$ cat src/rtl/fft16_pkg.sv
// Shared constants and types for the 16-point FFT datapath.
// Used by the output reorder buffer and its register banks.
package fft16_pkg;

    localparam int CW    = 17;
    localparam int SW    = 2 * CW;
    localparam int WW    = 8 * CW;
    localparam int NPT   = 16;
    localparam int RADIX = 4;

    typedef logic [SW-1:0] sample_t;
    typedef logic [WW-1:0] word_t;

    // Lane j of a butterfly word carries bin k+4j as {Re, Im}.
    function automatic sample_t lane_slice(input word_t word, input int lane);
        return word[SW*lane +: SW];
    endfunction

endpackage

$ cat src/rtl/fft16_bank.sv
// 16-entry sample bank: one 4-lane write port (lane j -> entry base+4j)
// and one combinational read port.
module fft16_bank
    import fft16_pkg::*;
#(
    parameter int BANK_CW = fft16_pkg::CW
) (
    input  logic                 clk,
    input  logic                 we,
    input  logic [1:0]           wr_base,
    input  logic [8*BANK_CW-1:0] wr_data,
    input  logic [3:0]           rd_addr,
    output logic [2*BANK_CW-1:0] rd_data
);

    localparam int BSW = 2 * BANK_CW;

    logic [BSW-1:0] mem_q [NPT];
    logic [BSW-1:0] mem_d [NPT];

    always_comb begin
        mem_d = mem_q;
        if (we) begin
            for (int j = 0; j < RADIX; j++) begin
                mem_d[{j[1:0], wr_base}] = wr_data[BSW*j +: BSW];
            end
        end
    end

    // NOTE: storage is deliberately not reset; the full flags gate every read,
    // so stale contents can never reach the output.
    always_ff @(posedge clk) begin
        mem_q <= mem_d;
    end

    assign rd_data = mem_q[rd_addr];

endmodule

$ cat src/rtl/fft16_out_reorder.sv
// Ping-pong reorder buffer: takes four butterfly-order words per frame and
// streams the 16 bins out in natural order, one sample per handshake.
module fft16_out_reorder
    import fft16_pkg::*;
#(
    parameter int CW = fft16_pkg::CW
) (
    input  logic            clk,
    input  logic            rst,
    input  logic            s_valid,
    output logic            s_ready,
    input  logic [8*CW-1:0] s_data,
    output logic            m_valid,
    input  logic            m_ready,
    output logic [2*CW-1:0] m_data,
    output logic [3:0]      m_index,
    output logic            m_last
);

    logic [1:0] full_q, full_d;
    logic       wr_bank_q, wr_bank_d;
    logic [1:0] wr_cnt_q, wr_cnt_d;
    logic       rd_bank_q, rd_bank_d;
    logic [3:0] rd_idx_q, rd_idx_d;

    logic            accept;
    logic            handshake;
    logic [1:0]      bank_we;
    logic [2*CW-1:0] bank_rd_data [2];

    assign bank_we = {accept && wr_bank_q, accept && !wr_bank_q};

    for (genvar b = 0; b < 2; b++) begin : g_bank
        fft16_bank #(.BANK_CW(CW)) u_bank (
            .clk     (clk),
            .we      (bank_we[b]),
            .wr_base (wr_cnt_q),
            .wr_data (s_data),
            .rd_addr (rd_idx_q),
            .rd_data (bank_rd_data[b])
        );
    end

    // NOTE: every signal assigned in a combinational block gets a default at the
    // top, so no path leaves it unassigned and no latch is inferred.
    always_comb begin
        s_ready   = !rst && !full_q[wr_bank_q];
        m_valid   = full_q[rd_bank_q];
        m_index   = rd_idx_q;
        m_last    = m_valid && (rd_idx_q == 4'(NPT - 1));
        m_data    = m_valid ? bank_rd_data[rd_bank_q] : '0;
        accept    = s_valid && s_ready;
        handshake = m_valid && m_ready;
    end

    // Write and read sides never touch the same full flag in one cycle: a full
    // bank blocks its writer until the reader has cleared it.
    always_comb begin
        full_d    = full_q;
        wr_bank_d = wr_bank_q;
        wr_cnt_d  = wr_cnt_q;
        rd_bank_d = rd_bank_q;
        rd_idx_d  = rd_idx_q;

        if (accept) begin
            wr_cnt_d = wr_cnt_q + 2'd1;
            if (wr_cnt_q == 2'(RADIX - 1)) begin
                full_d[wr_bank_q] = 1'b1;
                wr_bank_d         = !wr_bank_q;
            end
        end

        if (handshake) begin
            rd_idx_d = rd_idx_q + 4'd1;
            if (m_last) begin
                full_d[rd_bank_q] = 1'b0;
                rd_bank_d         = !rd_bank_q;
            end
        end
    end

    // NOTE: sequential state uses non-blocking assignments so every flop
    // updates from the pre-edge values, independent of statement order.
    always_ff @(posedge clk) begin
        if (rst) begin
            full_q    <= '0;
            wr_bank_q <= 1'b0;
            wr_cnt_q  <= '0;
            rd_bank_q <= 1'b0;
            rd_idx_q  <= '0;
        end else begin
            full_q    <= full_d;
            wr_bank_q <= wr_bank_d;
            wr_cnt_q  <= wr_cnt_d;
            rd_bank_q <= rd_bank_d;
            rd_idx_q  <= rd_idx_d;
        end
    end

endmodule

$ cat config.mk
export PLATFORM = sky130hd
export DESIGN_NAME = fft16_out_reorder
export DESIGN_NICKNAME = d
export VERILOG_FILES = /design/src/rtl/fft16_pkg.sv /design/src/rtl/fft16_bank.sv /design/src/rtl/fft16_out_reorder.sv
export SDC_FILE = /design/constraint.sdc
export NUM_CORES = 1
export LEC_CHECK = 0
export CORE_MARGIN = 4
export CORE_UTILIZATION = 50
export CTS_CLUSTER_SIZE = 40
export DETAILED_ROUTE_END_ITERATION = 10
export GPL_ROUTABILITY_DRIVEN = 0
export PLACE_DENSITY = 0.72
export SLEW_MARGIN = 20
export SYNTH_ARGS = -nofsm -noshare
export SYNTH_HDL_FRONTEND = slang
export SYNTH_SLANG_ARGS = --single-unit
$ cat constraint.sdc
create_clock -name clk -period 11.9 [get_ports clk]
set_input_delay 1.19 -clock clk [delete_from_list [all_inputs] [get_ports clk]]
set_output_delay 1.19 -clock clk [all_outputs]
set_load 0.1 [all_outputs]
==> flow_metrics.env, run 1 <==
export IMPL_design_core_area_um2=86800
export IMPL_status="finished, final reports clean"
export IMPL_mostFrequentLayoutCells="edfxtp_1 (1088), mux2i_1 (273), clkdlybuf4s50_1 (180)"
export IMPL_multi_input_area_um2=10000
export IMPL_hpwl_mm=54.9
export IMPL_synth_edff_count=1088
export IMPL_pwr_share_comb=0.026
export IMPL_fmax_mhz=140
export IMPL_fin_nets=2550
export IMPL_clk_latency_ns=0.66
export IMPL_crit_path_cell_trace="buf_4 -> buf_4 -> mux2i_1 -> a221oi_1 -> o21ai_0 -> a221oi_2 -> clkdlybuf4s50_1"
export IMPL_holdBufCountCts=0
export IMPL_cts_buffers_inserted=107
export IMPL_cts_buffer_depth=3
export IMPL_port_buffers=180
export IMPL_critPathMaxFanout=69
export IMPL_cts_resized=0
export IMPL_synth_area_um2=43700
export IMPL_setup_worst_path_class="reg2out"
export IMPL_seq_power_share=0.550
export IMPL_synth_compound_area_frac=0.0525
export IMPL_n_fill_cell=6335
export IMPL_wl_mm=104
export IMPL_num_vias=22200
export IMPL_irDropWorstVdd_v=0.000148
export IMPL_grt_usage=0.222
export IMPL_grt_overflow=0
export IMPL_power_density_nw_per_um2=156
export IMPL_cp_required_ns=10.71
export IMPL_synthAdderAreaFrac=0.00143
export IMPL_cts_tree="built"
export IMPL_slew_headroom=0.207
export IMPL_post_drt_via_cell_ratio=6.08
export IMPL_switching_share=0.194
export IMPL_grt_max_degree=98
export IMPL_drc_errors=0
export IMPL_die_w_um=304
export IMPL_power_internal_mw=6.30
export IMPL_synth_top_cells_by_area="edfxtp_1 (75%), mux4_2 (7.0%), mux2i_1 (6.2%)"
export IMPL_yosysSeqAreaShare=0.752
export IMPL_die_h_um=304
export IMPL_period_needed_ns=7.15
export IMPL_yosysTopAreaCellShare=0.747
export IMPL_synthFlopType="edfxtp_1"
export IMPL_drt_wirelength_per_cell_um=28.4
export IMPL_clkPwrFrac=0.424
export IMPL_antenna_left=0
export IMPL_num_rows=108
export IMPL_synthSimpleGateAreaFrac=0.0308
export IMPL_syn_inst=2219
export IMPL_slowest_stage="clkdlybuf4s50_1"
export IMPL_final_common_cell="edfxtp_1"
export IMPL_drive_above_1_share=0.178
export IMPL_hold_ws_ns=0.534
export IMPL_h_tree_depth=3
export IMPL_start_util=0.504
export IMPL_syn_mean_instance_area_um2=19.7
export IMPL_finalSetupTns_ns=0
export IMPL_die_area_um2=92200
export IMPL_cap_violations=0
export IMPL_p_sw_mw=1.52
export IMPL_cts_setup_buffers=0
export IMPL_synth_top_family_by_area="multiplexers"
export IMPL_antenna_found_initial=15
export IMPL_ios=181
export IMPL_postSynthRegisterBits=1098
export IMPL_area_growth_pct=14.3
export IMPL_slowest_delay_ns=1.24
export IMPL_yosysWarnings=0
export IMPL_arrival_ns=5.96
export IMPL_final_core_util=0.576
export IMPL_skew_ns=0.0191
export IMPL_clock_sinks=1098
export IMPL_dr_pass1_iters=5
export IMPL_timing_final_crit_share=0.601
export IMPL_slew_viol_final=0
export IMPL_final_setup_viol_count=0
export IMPL_cts_root_buf="clkbuf_16"
export IMPL_register_area_um2=32900
export IMPL_grt_pass1_wl_mm=152
export IMPL_ys_types=43
export IMPL_grt_pass1_vias=23300
export IMPL_synth_mux_area_frac=0.142
export IMPL_yosysTopAreaCell="edfxtp_1"
export IMPL_rsz0062_at_grt="false"
export IMPL_path_clk_slew_ns=0.06
export IMPL_end_kind="output pin"
export IMPL_synth_xor_area_frac=0.00100
export IMPL_synthArstFlopShare=0
export IMPL_path_common_cell="buf_4"
export IMPL_drt_iter0_drc=2206
export IMPL_max_slew_worst_pin_slew_ns=1.19
export IMPL_worst_setup_path_start_kind="flop"
export IMPL_min_path_type="reg2reg"
export IMPL_synth_nets=2364
export IMPL_leakagePower_nw=14.9
export IMPL_finalHoldViolCount=0
through the flow:
stage	area (µm²)	power [mW]	cells	setup WS (ns)
floorplan	43700	4.46	2219	6.63
global placement	46500	4.57	3451	5.55
detailed placement	46500	4.59	3451	5.53
CTS	49900	7.87	3648	4.81
global route	50000	8.06	3651	4.53
finish	50000	7.82	3659	4.75
state kept, by name, summed over array words and instances, names as in the netlist:
signal               flops
full_q                   2
rd_bank_q                1
g_bank.u_bank.mem_q   1088
wr_cnt_q                 2
wr_bank_q                1
m_index                  4
routing by layer:
metal  track usage  wire (µm)  up-vias
li1              -          -     9464
met1         0.306      41600    11600
met2         0.360      50700      964
met3        0.0491       9140      182
met4        0.0638       2340       10
met5       0.00155         60        -
kinds of logic (layout without fill, tap and decap cells):
kind of cell               after synthesis  after routing
xor gates and xnor gates                 5              5
other                                    0             11
AOI/OAI and AO/OA                      276            276
and+or+nand+nor                        246            246
buffers and inverters                  145            419
DFF                                   1098           1098
muxes                                  444            444
adders and majority gates                5              5
Yosys cell counts (34+ instances only):
cell type  instances
a21oi_1           70
a221oi_2          64
a22oi_1           34
a31oi_1           34
and2_1           144
buf_2             35
clkbuf_1          61
edfxtp_1        1088
mux2_2            34
mux2i_1          273
mux4_2           136
nand2_1           72
o221ai_1          34
worst max-delay path: cells and delay by family, from the launching register on:
| kind | cells | cell delay (ns) |
|---|---|---|
| buffers and inverters | 3 | 3.10 |
| AO/OA/AOI/OAI | 3 | 1.02 |
| flip-flops | 1 | 0.78 |
| multiplexers | 1 | 0.17 |
power groups by stage:
stage               clock network, mW  registers (mW)  logic (mW)
finish                           3.31            4.30       0.202
global placement                    0            4.38       0.190
detailed placement                  0            4.39       0.200
floorplan                           0            4.39      0.0746
CTS                              3.37            4.30       0.201
global route                     3.54            4.31       0.217
worst paths after layout:
path	depth (start not counted)	endpoint	from	slack, ns
worst min register to register	2	wr_bank_q$_SDFFE_PP0P_	wr_bank_q$_SDFFE_PP0P_	0.53
worst max-delay path	7	m_data[1]	m_index[1]$_SDFFE_PP0P_	4.75
worst min-delay path	2	wr_bank_q$_SDFFE_PP0P_	wr_bank_q$_SDFFE_PP0P_	0.53
worst max register to register	5	g_bank[1].u_bank.mem_q[531]$_DFFE_PP_	wr_cnt_q[0]$_SDFFE_PP0N_	7.76
final cells by class:
cell class                      count  area share
Clock buffer                      137      0.0577
Multi-Input combinational cell    976       0.201
Timing Repair Buffer              216      0.0419
Inverter                            6    0.000601
Tap cell                         1155      0.0289
Clock inverter                     60      0.0115
Sequential cell                  1098       0.658
Antenna cell                       11    0.000551
No activity file was read; power rests on OpenSTA's default activity.
==> run 2, diff against run 1 <==
==> constraint.sdc (replaced) <==
create_clock -name clk -period 6.8 [get_ports clk]
set_input_delay 0.68 -clock clk [delete_from_list [all_inputs] [get_ports clk]]
set_output_delay 0.68 -clock clk [all_outputs]
set_load 0.1 [all_outputs]
==> flow_metrics.env, run 2 (synthesized netlist as in run 1, its figures left out) <==
export IMPL_cts_buffer_depth=3
export IMPL_pwr_share_comb=0.026
export IMPL_clock_sinks=1098
export IMPL_crit_reg2reg_launch="wr_cnt_q[1]$_SDFFE_PP0N_"
export IMPL_setup_worst_path_class="reg2out"
export IMPL_hold_ws_ns=0.556
export IMPL_clkPwrFrac=0.422
export IMPL_dr_pass1_iters=5
export IMPL_rsz0062_at_grt="false"
export IMPL_drt_wirelength_per_cell_um=28.3
export IMPL_ios=181
export IMPL_fin_ws_ns=1.59
export IMPL_finalSetupTns_ns=0
export IMPL_num_vias=22200
export IMPL_regMostFlops="g_bank.u_bank.mem_q"
export IMPL_wl_mm=103
export IMPL_die_w_um=304
export IMPL_clk_latency_ns=0.65
export IMPL_hpwl_mm=55.4
export IMPL_max_slew_worst_pin_slew_ns=1.19
export IMPL_port_buffers=180
export IMPL_drt_iter0_drc=2059
export IMPL_slew_viol_final=0
export IMPL_min_path_type="reg2reg"
export IMPL_switching_share=0.194
export IMPL_power_internal_mw=11.0
export IMPL_p_sw_mw=2.65
export IMPL_post_place_ws_ns=2.30
export IMPL_post_drt_via_cell_ratio=6.06
export IMPL_cp_required_ns=6.12
export IMPL_final_common_cell="edfxtp_1"
export IMPL_path_clk_slew_ns=0.06
export IMPL_worst_setup_path_start_kind="flop"
export IMPL_power_density_nw_per_um2=272
export IMPL_area_growth_pct=14.6
export IMPL_die_area_um2=92200
export IMPL_num_rows=108
export IMPL_antenna_found_initial=15
export IMPL_leakagePower_nw=14.9
export IMPL_holdCritStartpoint="wr_bank_q$_SDFFE_PP0P_"
export IMPL_design_core_area_um2=86800
export IMPL_drc_errors=0
export IMPL_critPathLaunch="m_index[0]$_SDFFE_PP0P_"
export IMPL_arrival_ns=4.53
export IMPL_fin_nets=2553
export IMPL_cts_buffers_inserted=108
export IMPL_drive_above_1_share=0.180
export IMPL_irDropWorstVdd_v=0.000193
export IMPL_grt_overflow=0
export IMPL_period_needed_ns=5.21
export IMPL_slew_headroom=0.209
export IMPL_h_tree_depth=3
export IMPL_cts_tree="built"
export IMPL_final_setup_viol_count=0
export IMPL_holdBufCountCts=0
export IMPL_mostFrequentLayoutCells="edfxtp_1 (1088), mux2i_1 (273), clkdlybuf4s50_1 (179)"
export IMPL_fmax_mhz=192
export IMPL_start_util=0.504
export IMPL_cts_root_buf="clkbuf_16"
export IMPL_status="finished with violations"
export IMPL_grt_pass1_vias=23500
export IMPL_cts_resized=0
export IMPL_timing_final_crit_share=0.766
export IMPL_critPathMaxFanout=35
export IMPL_violations="antenna rules"
export IMPL_grt_max_degree=123
export IMPL_whs_path_depth=2
export IMPL_cap_violations=0
export IMPL_finalHoldViolCount=0
export IMPL_grt_usage=0.221
export IMPL_largest_register_ffs=1088
export IMPL_antenna_left=1
export IMPL_end_kind="output pin"
export IMPL_seq_power_share=0.552
export IMPL_cts_setup_buffers=0
export IMPL_skew_ns=0.0178
export IMPL_r2r_cells=4
export IMPL_n_fill_cell=6346
export IMPL_die_h_um=304
export IMPL_grt_pass1_wl_mm=153
==> run 2: path summary, 6_finish.rpt <==
check | slack [ns] | endpoint
setup / recovery | 1.59 | m_data[24]
setup reg to reg | 3.27 | g_bank[0].u_bank.mem_q[272]$_DFFE_PP_
hold reg to reg | 0.56 | wr_bank_q$_SDFFE_PP0P_
hold / removal | 0.56 | wr_bank_q$_SDFFE_PP0P_
==> run 2: area by class of cell <==
| type | instances | area [µm²] | area share |
|---|---|---|---|
| Clock inverter | 57 | 509 | 0.0102 |
| Timing Repair Buffer | 218 | 2270 | 0.0453 |
| Tap cell | 1155 | 1450 | 0.0288 |
| Antenna cell | 10 | 25.0 | 0.000500 |
| Inverter | 6 | 30.0 | 0.000599 |
| Sequential cell | 1098 | 32900 | 0.656 |
| Clock buffer | 137 | 2920 | 0.0582 |
| Multi-Input combinational cell | 976 | 10000 | 0.200 |
==> run 2: worst max-delay path, stage by stage (launching register included) <==
cell and delay, ns:
dfxtp_4 0.83, nor2_4 0.28, buf_4 0.44, a221oi_2 0.35, o21ai_1 0.15, a221oi_2 0.56
clkdlybuf4s50_1 1.24
==> run 2: routing by layer <==
| layer | up-vias | GRT usage | wire length, µm |
|---|---|---|---|
| met4 | 12 | 0.0602 | 2490 |
| met3 | 200 | 0.0437 | 8660 |
| met1 | 11500 | 0.308 | 41700 |
| met5 | - | 0 | 86 |
| li1 | 9431 | - | - |
| met2 | 1000 | 0.363 | 50500 |
==> run 2: power by group through the flow <==
| stage | Sequential (mW) | Clock (mW) | Combinational (mW) |
|---|---|---|---|
| after floorplan | 7.68 | 0 | 0.131 |
| after global placement | 7.67 | 0 | 0.335 |
| after detailed placement | 7.68 | 0 | 0.351 |
| after CTS | 7.53 | 5.86 | 0.352 |
| after global routing | 7.53 | 6.16 | 0.379 |
| final | 7.53 | 5.77 | 0.352 |
==> run 2: through the flow <==
| step | std cells | instance area [µm²] | power [mW] | util |
|---|---|---|---|---|
| 6_report | 3657 | 50100 | 13.7 | 0.577 |
| 5_1_grt | 3648 | 50100 | 14.1 | 0.577 |
| 3_5_place_dp | 3451 | 46600 | 8.03 | 0.537 |
| 3_3_place_gp | 3450 | 46600 | 8.00 | 0.537 |
| 4_1_cts | 3645 | 50000 | 13.7 | 0.577 |
| 2_1_floorplan | 2219 | 43700 | 7.81 | - |
